File: src/rtl/audio_pkg.sv
// audio_pkg: shared sample width, sample type and DAC serializer state encoding.
package audio_pkg;
    localparam int DATA_W = 16;
    typedef logic signed [DATA_W-1:0] sample_t;
    typedef enum logic [1:0] {IDLE, WAIT_BCLK, SHIFT, PAD} dac_state_t;
endpackage

File: src/rtl/audio_sample_fifo.sv
// audio_sample_fifo: synchronous sample FIFO; a pop frees a slot for a push in the same cycle.
module audio_sample_fifo #(
    parameter int DATA_W = 16,
    parameter int DEPTH  = 4,
    localparam int AW    = $clog2(DEPTH),
    localparam int CW    = AW + 1
) (
    input  logic              clk,
    input  logic              rst_n,
    input  logic              push,
    input  logic              pop,
    input  logic [DATA_W-1:0] wdata,
    output logic [DATA_W-1:0] rdata,
    output logic              full,
    output logic              empty,
    output logic [CW-1:0]     count
);
    logic [DATA_W-1:0] mem [DEPTH];
    logic [AW-1:0]     wr_ptr, rd_ptr;
    logic              do_push, do_pop;

    assign do_pop  = pop & ~empty;
    assign do_push = push & (~full | do_pop);
    assign full    = count == CW'(DEPTH);
    assign empty   = count == '0;
    assign rdata   = mem[rd_ptr];

    always_ff @(posedge clk or negedge rst_n)
        if (!rst_n) begin
            wr_ptr <= '0;
            rd_ptr <= '0;
            count  <= '0;
        end else begin
            wr_ptr <= wr_ptr + AW'(do_push);
            rd_ptr <= rd_ptr + AW'(do_pop);
            count  <= count + CW'(do_push) - CW'(do_pop);
        end

    always_ff @(posedge clk)
        if (do_push) mem[wr_ptr] <= wdata;
endmodule

File: src/rtl/audio_dac_tx.sv
// audio_dac_tx: buffers mono samples and serializes them as I2S to a codec-mastered DAC.
// Define DAC_TX_STATS_EN to add saturating underflow/overflow event counters.
module audio_dac_tx
    import audio_pkg::*;
#(
    parameter int DATA_W     = audio_pkg::DATA_W,
    parameter int FIFO_DEPTH = 4,
    localparam int CW        = $clog2(FIFO_DEPTH) + 1,
    localparam int BW        = $clog2(DATA_W)
) (
    input  logic              i_clk,
    input  logic              i_rst_n,
    input  logic              i_valid,
    input  logic [DATA_W-1:0] i_data,
    input  logic              i_aud_bclk,
    input  logic              i_aud_daclrck,
    output logic              o_aud_dacdat,
    output logic [CW-1:0]     o_fifo_count,
    output logic              o_underflow,
    output logic              o_overflow
`ifdef DAC_TX_STATS_EN
    ,
    output logic [15:0]       o_underflow_cnt,
    output logic [15:0]       o_overflow_cnt
`endif
);
    dac_state_t        state, state_next;
    logic [2:0]        bclk_sync, lr_sync;
    logic              bclk_fall, lr_fall, lr_rise, lr_edge, bit_tick, shifting;
    logic [DATA_W-1:0] shreg, shreg_next, hold, hold_next, fifo_rdata;
    logic [BW-1:0]     bit_cnt, bit_cnt_next;
    logic              dat_next, fifo_full, fifo_empty;

    // [0],[1] synchronize; [2] is history for edge detection
    assign bclk_fall = bclk_sync[2] & ~bclk_sync[1];
    assign lr_fall   = lr_sync[2] & ~lr_sync[1];
    assign lr_rise   = ~lr_sync[2] & lr_sync[1];
    assign lr_edge   = lr_fall | lr_rise;
    assign bit_tick  = bclk_fall & ~lr_edge;
    assign shifting  = bit_tick & (state == WAIT_BCLK || (state == SHIFT && bit_cnt != '0));

    audio_sample_fifo #(.DATA_W(DATA_W), .DEPTH(FIFO_DEPTH)) u_fifo (
        .clk   (i_clk),
        .rst_n (i_rst_n),
        .push  (i_valid),
        .pop   (lr_fall),
        .wdata (i_data),
        .rdata (fifo_rdata),
        .full  (fifo_full),
        .empty (fifo_empty),
        .count (o_fifo_count)
    );

    always_ff @(posedge i_clk or negedge i_rst_n)
        if (!i_rst_n) state <= IDLE;
        else          state <= state_next;

    always_comb
        state_next = lr_edge                                   ? WAIT_BCLK :
                     !bit_tick                                 ? state     :
                     state == WAIT_BCLK                        ? SHIFT     :
                     (state == SHIFT && bit_cnt == '0)         ? PAD       : state;

    // Frame edges preempt the shifter, so short codec frames restart cleanly.
    always_comb begin
        hold_next    = lr_fall ? (fifo_empty ? '0 : fifo_rdata) : hold;
        shreg_next   = lr_fall  ? hold_next :
                       lr_rise  ? hold      :
                       shifting ? shreg << 1 : shreg;
        dat_next     = shifting ? shreg[DATA_W-1] : bit_tick ? 1'b0 : o_aud_dacdat;
        bit_cnt_next = !shifting          ? bit_cnt           :
                       state == WAIT_BCLK ? BW'(DATA_W - 1)   : bit_cnt - 1'b1;
    end

    always_ff @(posedge i_clk or negedge i_rst_n)
        if (!i_rst_n) begin
            bclk_sync    <= '0;
            lr_sync      <= '0;
            shreg        <= '0;
            hold         <= '0;
            bit_cnt      <= '0;
            o_aud_dacdat <= 1'b0;
            o_underflow  <= 1'b0;
            o_overflow   <= 1'b0;
        end else begin
            bclk_sync    <= {bclk_sync[1:0], i_aud_bclk};
            lr_sync      <= {lr_sync[1:0], i_aud_daclrck};
            shreg        <= shreg_next;
            hold         <= hold_next;
            bit_cnt      <= bit_cnt_next;
            o_aud_dacdat <= dat_next;
            o_underflow  <= lr_fall & fifo_empty;
            o_overflow   <= i_valid & fifo_full & ~lr_fall;
        end

`ifdef DAC_TX_STATS_EN
    always_ff @(posedge i_clk or negedge i_rst_n)
        if (!i_rst_n) begin
            o_underflow_cnt <= '0;
            o_overflow_cnt  <= '0;
        end else begin
            if (o_underflow && o_underflow_cnt != 16'hFFFF) o_underflow_cnt <= o_underflow_cnt + 1'b1;
            if (o_overflow && o_overflow_cnt != 16'hFFFF) o_overflow_cnt <= o_overflow_cnt + 1'b1;
        end
`endif
endmodule

File: config.mk
export PLATFORM = sky130hd
export DESIGN_NAME = audio_dac_tx
export DESIGN_NICKNAME = d
export VERILOG_FILES = /design/src/rtl/audio_pkg.sv /design/src/rtl/audio_sample_fifo.sv /design/src/rtl/audio_dac_tx.sv
export SDC_FILE = /design/constraint.sdc
export NUM_CORES = 1
export LEC_CHECK = 0
export BUFFER_PORTS_ARGS = -buffer_cell sky130_fd_sc_hd__buf_2
export CAP_MARGIN = 10
export CORE_ASPECT_RATIO = 1.75
export CORE_UTILIZATION = 45
export DETAILED_ROUTE_END_ITERATION = 8
export GPL_TIMING_DRIVEN = 0
export PLACE_DENSITY = 0.58
export SYNTH_ARGS = -nofsm -noshare
export SYNTH_HDL_FRONTEND = slang
export SYNTH_SLANG_ARGS = --single-unit
export TNS_END_PERCENT = 10
File: constraint.sdc
create_clock -name i_clk -period 8.5 [get_ports i_clk]
set_clock_uncertainty 0.2 [all_clocks]
set_input_delay 0 -clock i_clk [delete_from_list [all_inputs] [get_ports i_clk]]
set_output_delay 0 -clock i_clk [all_outputs]
set_load 0.05 [all_outputs]
# After elaboration in Yosys (flattened, before gate mapping)

Memory sizes are Yosys's and may differ from the RTL's.
Index checks and enable logic that the tools add are counted.

Bits in registers: 54
Bits in writable memories: 64
Memories: 1

Add/sub/neg operators: 5
Equality and inequality tests: 3
Multiplexer cells: 14
Bitwise operators: 19
Reductions and logical operators: 11

Memory list:

| memory     | words | bits a word | rd ports | clocked after Yosys merged registers in | write ports | line                    | source |
|---|---|---|---|---|---|---|---|
| u_fifo.mem | 4     | 16          | 1        | 0                                       | 1           | audio_sample_fifo.sv:18 | `logic [DATA_W-1:0] mem [DEPTH];` |

Operators with widths:

| operator                                            | number |
|---|---|
| two-way mux 16 bit                                  | 5 |
| AND 1 bit                                           | 10 |
| two-way mux 2 bit                                   | 4 |
| NOT 1 bit                                           | 7 |
| nonzero test 3 bit                                  | 2 |
| adder 2 x 1 -> 2 bit                                | 2 |
| logical NOT 4 bit                                   | 1 |
| two-way mux 1 bit                                   | 4 |
| two-way mux 4 bit                                   | 1 |
| nonzero test 2 bit                                  | 2 |
| nonzero test 4 bit                                  | 1 |
| subtractor 4 x 1 -> 4 bit, second input constant    | 1 |
| adder 3 x 1 -> 3 bit                                | 1 |
| equality test 3 bit, second input constant          | 1 |
| logical NOT 3 bit                                   | 1 |
| subtractor 3 x 1 -> 3 bit                           | 1 |
| equality test 2 x 1 -> 1 bit, second input constant | 1 |
| equality test 2 bit, second input constant          | 1 |
| logical AND 1 bit                                   | 2 |
| bitwise OR 1 bit                                    | 2 |
| AND reduction 2 bit                                 | 1 |
| logical OR 1 bit                                    | 1 |

# Logic depth before layout (Yosys ltp)

Depth after elaboration: 9
Gate-level depth with buffers: 10

# Modules after synthesis

Synthesis repeated with hierarchy kept, for this count alone.

Cell total of the unflattened synthesis: 335
Area, all modules: 5072.4 µm²

Modules (own cells, without submodules):

| module            | instances | cells each | area each (µm²) | seq. area each (µm²) |
|---|---|---|---|---|
| audio_sample_fifo | 1         | 115        | 2733.9          | 2097.0 |
| audio_dac_tx      | 1         | 220        | 2338.5          | 1176.1 |

# Worst setup path after synthesis

Ideal clock, no wire load.

Path type: register to register
Start point: reg u_fifo.count[2]
End point: mem u_fifo.mem[0][0], enable pin
Library setup time: 0.413 ns
Data arrival time: 2.392 ns
Data required time: 7.887 ns
Path slack: 5.495 ns
Stages on the path, launching flop included: 4
Clock period less this slack: 3.005 ns
Cell sequence: dfrtp_1 -> nor4b_1 -> nor2b_1 -> nor3b_1

Word-level cells in the longest chain between the ends: 7
Elaborated cells on any way between the ends: 9
Those cells by class: 1 x eq/ne; 2 x mux; 5 x bitwise; 1 x reduce/logical

Ends and longest elaborated chain:

| what                                      | line                    | source |
|---|---|---|
| start: declaration                        | audio_sample_fifo.sv:16 | `output logic [CW-1:0] count` |
| start signal: assignment                  | audio_sample_fifo.sv:36 | `count <= count + CW'(do_push) - CW'(do_pop);` |
| logical NOT 3 bit                         | audio_sample_fifo.sv:25 | `assign empty = count == '0;` |
| NOT 1 bit                                 | audio_sample_fifo.sv:22 | `assign do_pop = pop & ~empty;` |
| AND 1 bit                                 | audio_sample_fifo.sv:22 |  |
| bitwise OR 1 bit *                        | audio_sample_fifo.sv:23 | `assign do_push = push & (~full \| do_pop);` |
| AND 1 bit *                               | audio_sample_fifo.sv:23 |  |
| two-way mux 1 bit *                       | audio_sample_fifo.sv:40 | `if (do_push) mem[wr_ptr] <= wdata;` |
| two-way mux 1 bit (implied by the code) * | audio_sample_fifo.sv:40 |  |
| end: declaration                          | audio_sample_fifo.sv:18 |  |

Mark *: on every way between the ends. The rest lies on a longest branch, timed or not.

# Worst setup path after layout

Start point: reg lr_sync[1]
End point: mem u_fifo.mem[0][15], enable pin

Word-level cells in the longest chain between the ends: 7

Ends and longest elaborated chain:

| what                                    | line                    | source |
|---|---|---|
| start: declaration                      | audio_dac_tx.sv:28      | `logic [2:0] bclk_sync, lr_sync;` |
| start signal: assignment                | audio_dac_tx.sv:87      | `lr_sync <= {lr_sync[1:0], i_aud_daclrck};` |
| NOT 1 bit                               | audio_dac_tx.sv:36      | `assign lr_fall = lr_sync[2] & ~lr_sync[1];` |
| AND 1 bit                               | audio_dac_tx.sv:36      |  |
| AND 1 bit                               | audio_sample_fifo.sv:22 |  |
| bitwise OR 1 bit                        | audio_sample_fifo.sv:23 |  |
| AND 1 bit                               | audio_sample_fifo.sv:23 |  |
| two-way mux 1 bit                       | audio_sample_fifo.sv:40 |  |
| two-way mux 1 bit (implied by the code) | audio_sample_fifo.sv:40 |  |

Every way passes these cells.

==> flow_summary_export.csv <==
group,metric,value,unit
floorplanning,die-area,0.0113,sq mm
sta,setup_total_negative_slack,0,ps
worst_setup_path,r2r_setup_slack,5650,ps
worst_setup_path,reg2reg_from,"lr_sync[1]$_DFF_PN0_",
power_and_ir_drop,fin_total_pwr,2.01,mW
grt,grt_overflow_total,0,
floorplanning,initial_utilization,0.461,
worst_setup_path,startpoint_type,"register",
yosys,ys_seq_elements,118,
min_path,min_path_cells,2,
detailed_routing,ant_nets,0,
cts,cts_buffers,17,
worst_setup_path,ff2ff_path_depth,7,
finish,nNetsFinal,446,
sta,tightest_slew,951,ps
place,post-place-ws,5590,ps
finish,final_util,0.568,
floorplanning,core-area,0.0106,sq mm
grt,grt_use_met2,0.322,
worst_setup_path,crit_arrival,2760,ps
grt,grtUsageTotal,0.187,
finish,diodes,0,
floorplanning,io_pins,27,
cts,cts_tree,"done",
cts,clock_latency,400,ps
run_status,status,"finished clean",
min_path,min-delay-start,"i_aud_daclrck",
sta,fmax,351,MHz
cts,cts_root_buf,"clkbuf_16",
min_path,min_path_type,"input port to register",
flow_run,cap_violations,0,
finish,fill_cells,893,
grt,grt_pass1_vias,3146,
sta,holdWs,40.4,ps
place,port_buffers,26,
yosys,synthesis.nets,376,
yosys,syn_area,0.00490,sq mm
power_and_ir_drop,powerDensity,333,mW/mm^2
grt,grt.busiest_layer,"met2",
cts,htree_levels,4,
finish,areaGrowthSynthToFinish,23.1,%
cts,path_clk_slew,50,ps
floorplanning,rows,50,
detailed_routing,dr.pass1.iters,4,
grt,grt_max_degree,55,
detailed_routing,finalWirelength,9400,um
place,hpwlAfterDp,6150,um
yosys,synth-main-ff-cell,"edfxtp_1",
cts,clock_path_buffers,2,
power_and_ir_drop,leakage,2.39,nW
finish,finalNonFillerCells,562,
grt,grt_pass1_wl,15500,um
cts,cts_resized,0,
place,dp.cells,508,
sta,layout_setup_ws,5650,ps
sta,timing.final.max_slew_violations,0,
sta,rsz0062_at_grt,"false",
finish,drive_gt1_frac,0.220,
yosys,ys_types,39,
yosys,seq_area_frac_synth,0.667,
worst_setup_path,worstPathRequired,8410,ps
min_path,min_to,"lr_sync[0]$_DFF_PN0_",
grt,met3_usage,0.0417,
worst_setup_path,end_kind,"register",
sta,max-slew-margin-rel,0.363,
finish,final_cell_mix,"edfxtp_1, dfrtp_1, buf_2",
detailed_routing,drt_iter0_drc,171,
worst_setup_path,critPathMaxFanout,10,
place,place_area,0.00525,sq mm
cts,cts.sinks,118,
detailed_routing,via_count,2958,
yosys,synthArstFlopShare,0.458,
sta,post-route-period-util,0.335,
sta,timing.final.hold_violations,0,
grt,globalRouteMet1Util,0.214,
finish,stdcell_area,0.00604,sq mm
place,gp_congestion,0.713,
grt,grt_antenna_before_repair,0,
detailed_routing,remaining_drc_errors,0,
power_and_ir_drop,ir_drop,175,uV
detailed_routing,viasPerCell,5.26,
sta,setup-violations-final,0,
sta,layout_min_cycle_time,2850,ps
floorplanning,die_w,80.9,um
yosys,syn_area_per_cell,14.1,sq um
yosys,synthCells,349,
yosys,yosysWarningCount,0,
worst_setup_path,rr_endpoint,"u_fifo.mem[0][15]$_DFFE_PP_",
finish,final_common_cell,"edfxtp_1",
yosys,synth_edf_count,64,
floorplanning,die_height,140,um
worst_setup_path,crit_type,"register to register",
detailed_routing,wl_per_cell,16.7,um
## metal layers
layer,vias up,wire (um)
met3,16,179
met1,1493,3810
met4,0,180
met5,-,0
met2,39,5230
li1,1410,-
## repair_timing
| action | 4_1_cts | 5_1_grt |
|---|---|---|
| hold endpoints to repair | 121 | 17 |
| hold buffers | 20 | 1 |
| buffers inserted | 0 | 0 |
## worst max-delay path by stage
stage	to	depth (start not counted)	slack [ps]	startpoint
after global routing	u_fifo.mem[0][7]$_DFFE_PP_	7	5420	lr_sync[1]$_DFF_PN0_
final	u_fifo.mem[0][15]$_DFFE_PP_	7	5650	lr_sync[1]$_DFF_PN0_
after global placement	u_fifo.mem[0][10]$_DFFE_PP_	6	4340	lr_sync[1]$_DFF_PN0_
after floorplan	u_fifo.mem[0][0]$_DFFE_PP_	3	5490	u_fifo.count[2]$_DFF_PN0_
after detailed placement	u_fifo.mem[0][10]$_DFFE_PP_	7	5590	lr_sync[1]$_DFF_PN0_
after CTS	u_fifo.mem[0][15]$_DFFE_PP_	7	5550	lr_sync[1]$_DFF_PN0_
## cells by family (layout without fill, tap and decap cells)
logic type                 after synthesis  count (layout)  share of synthesized area
DFF                                    118             118                      0.667
and+or+nand+nor                         74              74                     0.0786
AOI/OAI and AO/OA                       68              68                     0.0776
buffers and inverters                   45             128                     0.0413
muxes                                   32              32                      0.106
adders and majority gates                6               6                     0.0168
xor gates and xnor gates                 6               6                     0.0122
## Yosys cell counts, types with 2 or more instances
| library cell | count | share of area |
|---|---|---|
| nand3_1 | 2 | 0.0020 |
| mux2i_1 | 16 | 0.033 |
| dfrtp_1 | 54 | 0.28 |
| xnor2_1 | 2 | 0.0036 |
| o21ai_1 | 8 | 0.0082 |
| nor4b_1 | 2 | 0.0036 |
| ha_1 | 5 | 0.013 |
| buf_2 | 8 | 0.0082 |
| edfxtp_1 | 64 | 0.39 |
| buf_4 | 4 | 0.0061 |
| clkbuf_1 | 6 | 0.0046 |
| nor2b_1 | 18 | 0.023 |
| xor2_1 | 3 | 0.0054 |
| nor3b_1 | 3 | 0.0046 |
| nand4_1 | 3 | 0.0038 |
| mux4_2 | 16 | 0.073 |
| a21oi_1 | 24 | 0.024 |
| o22ai_1 | 15 | 0.019 |
| nand2_1 | 20 | 0.015 |
| nand3b_1 | 2 | 0.0031 |
| inv_1 | 24 | 0.018 |
| o21ai_0 | 16 | 0.016 |
| nor2_1 | 18 | 0.014 |
## worst max-delay path, stage by stage, from the launching register on
cell and delay (ps):
dfrtp_1 400, inv_1 60, ha_1 130, buf_2 200, nor4b_1 80, nor2b_1 380, nor3b_2 860, buf_6 240
## area by class of cell
cell class                      instances  area, sq um  share of cell area
Buffer                                 20          109              0.0180
Multi-Input combinational cell        186         1440               0.238
Tap cell                              130          163              0.0269
Timing Repair Buffer                   51          402              0.0665
Sequential cell                       118         3270               0.542
Clock buffer                           21          450              0.0746
Inverter                               25         93.8              0.0155
Clock inverter                         11          110              0.0182
## power by group
group          leakage, nW  total, mW  switching (mW)  internal [mW]
sequential            1.22      0.852          0.0791          0.773
clock                0.278      0.671           0.237          0.434
combinational        0.890      0.486           0.267          0.219
total                 2.39       2.01           0.583           1.43
## registers in the layout, summed over array words and instances, names as in the netlist
name / cells
bclk_sync: 3
bit_cnt: 4
hold: 16
lr_sync: 3
o_aud_dacdat: 1
o_overflow: 1
o_underflow: 1
shreg: 16
state: 2
u_fifo.count: 3
u_fifo.mem: 64
u_fifo.rd_ptr: 2
u_fifo.wr_ptr: 2
No activity file was read; power rests on OpenSTA's default activity.
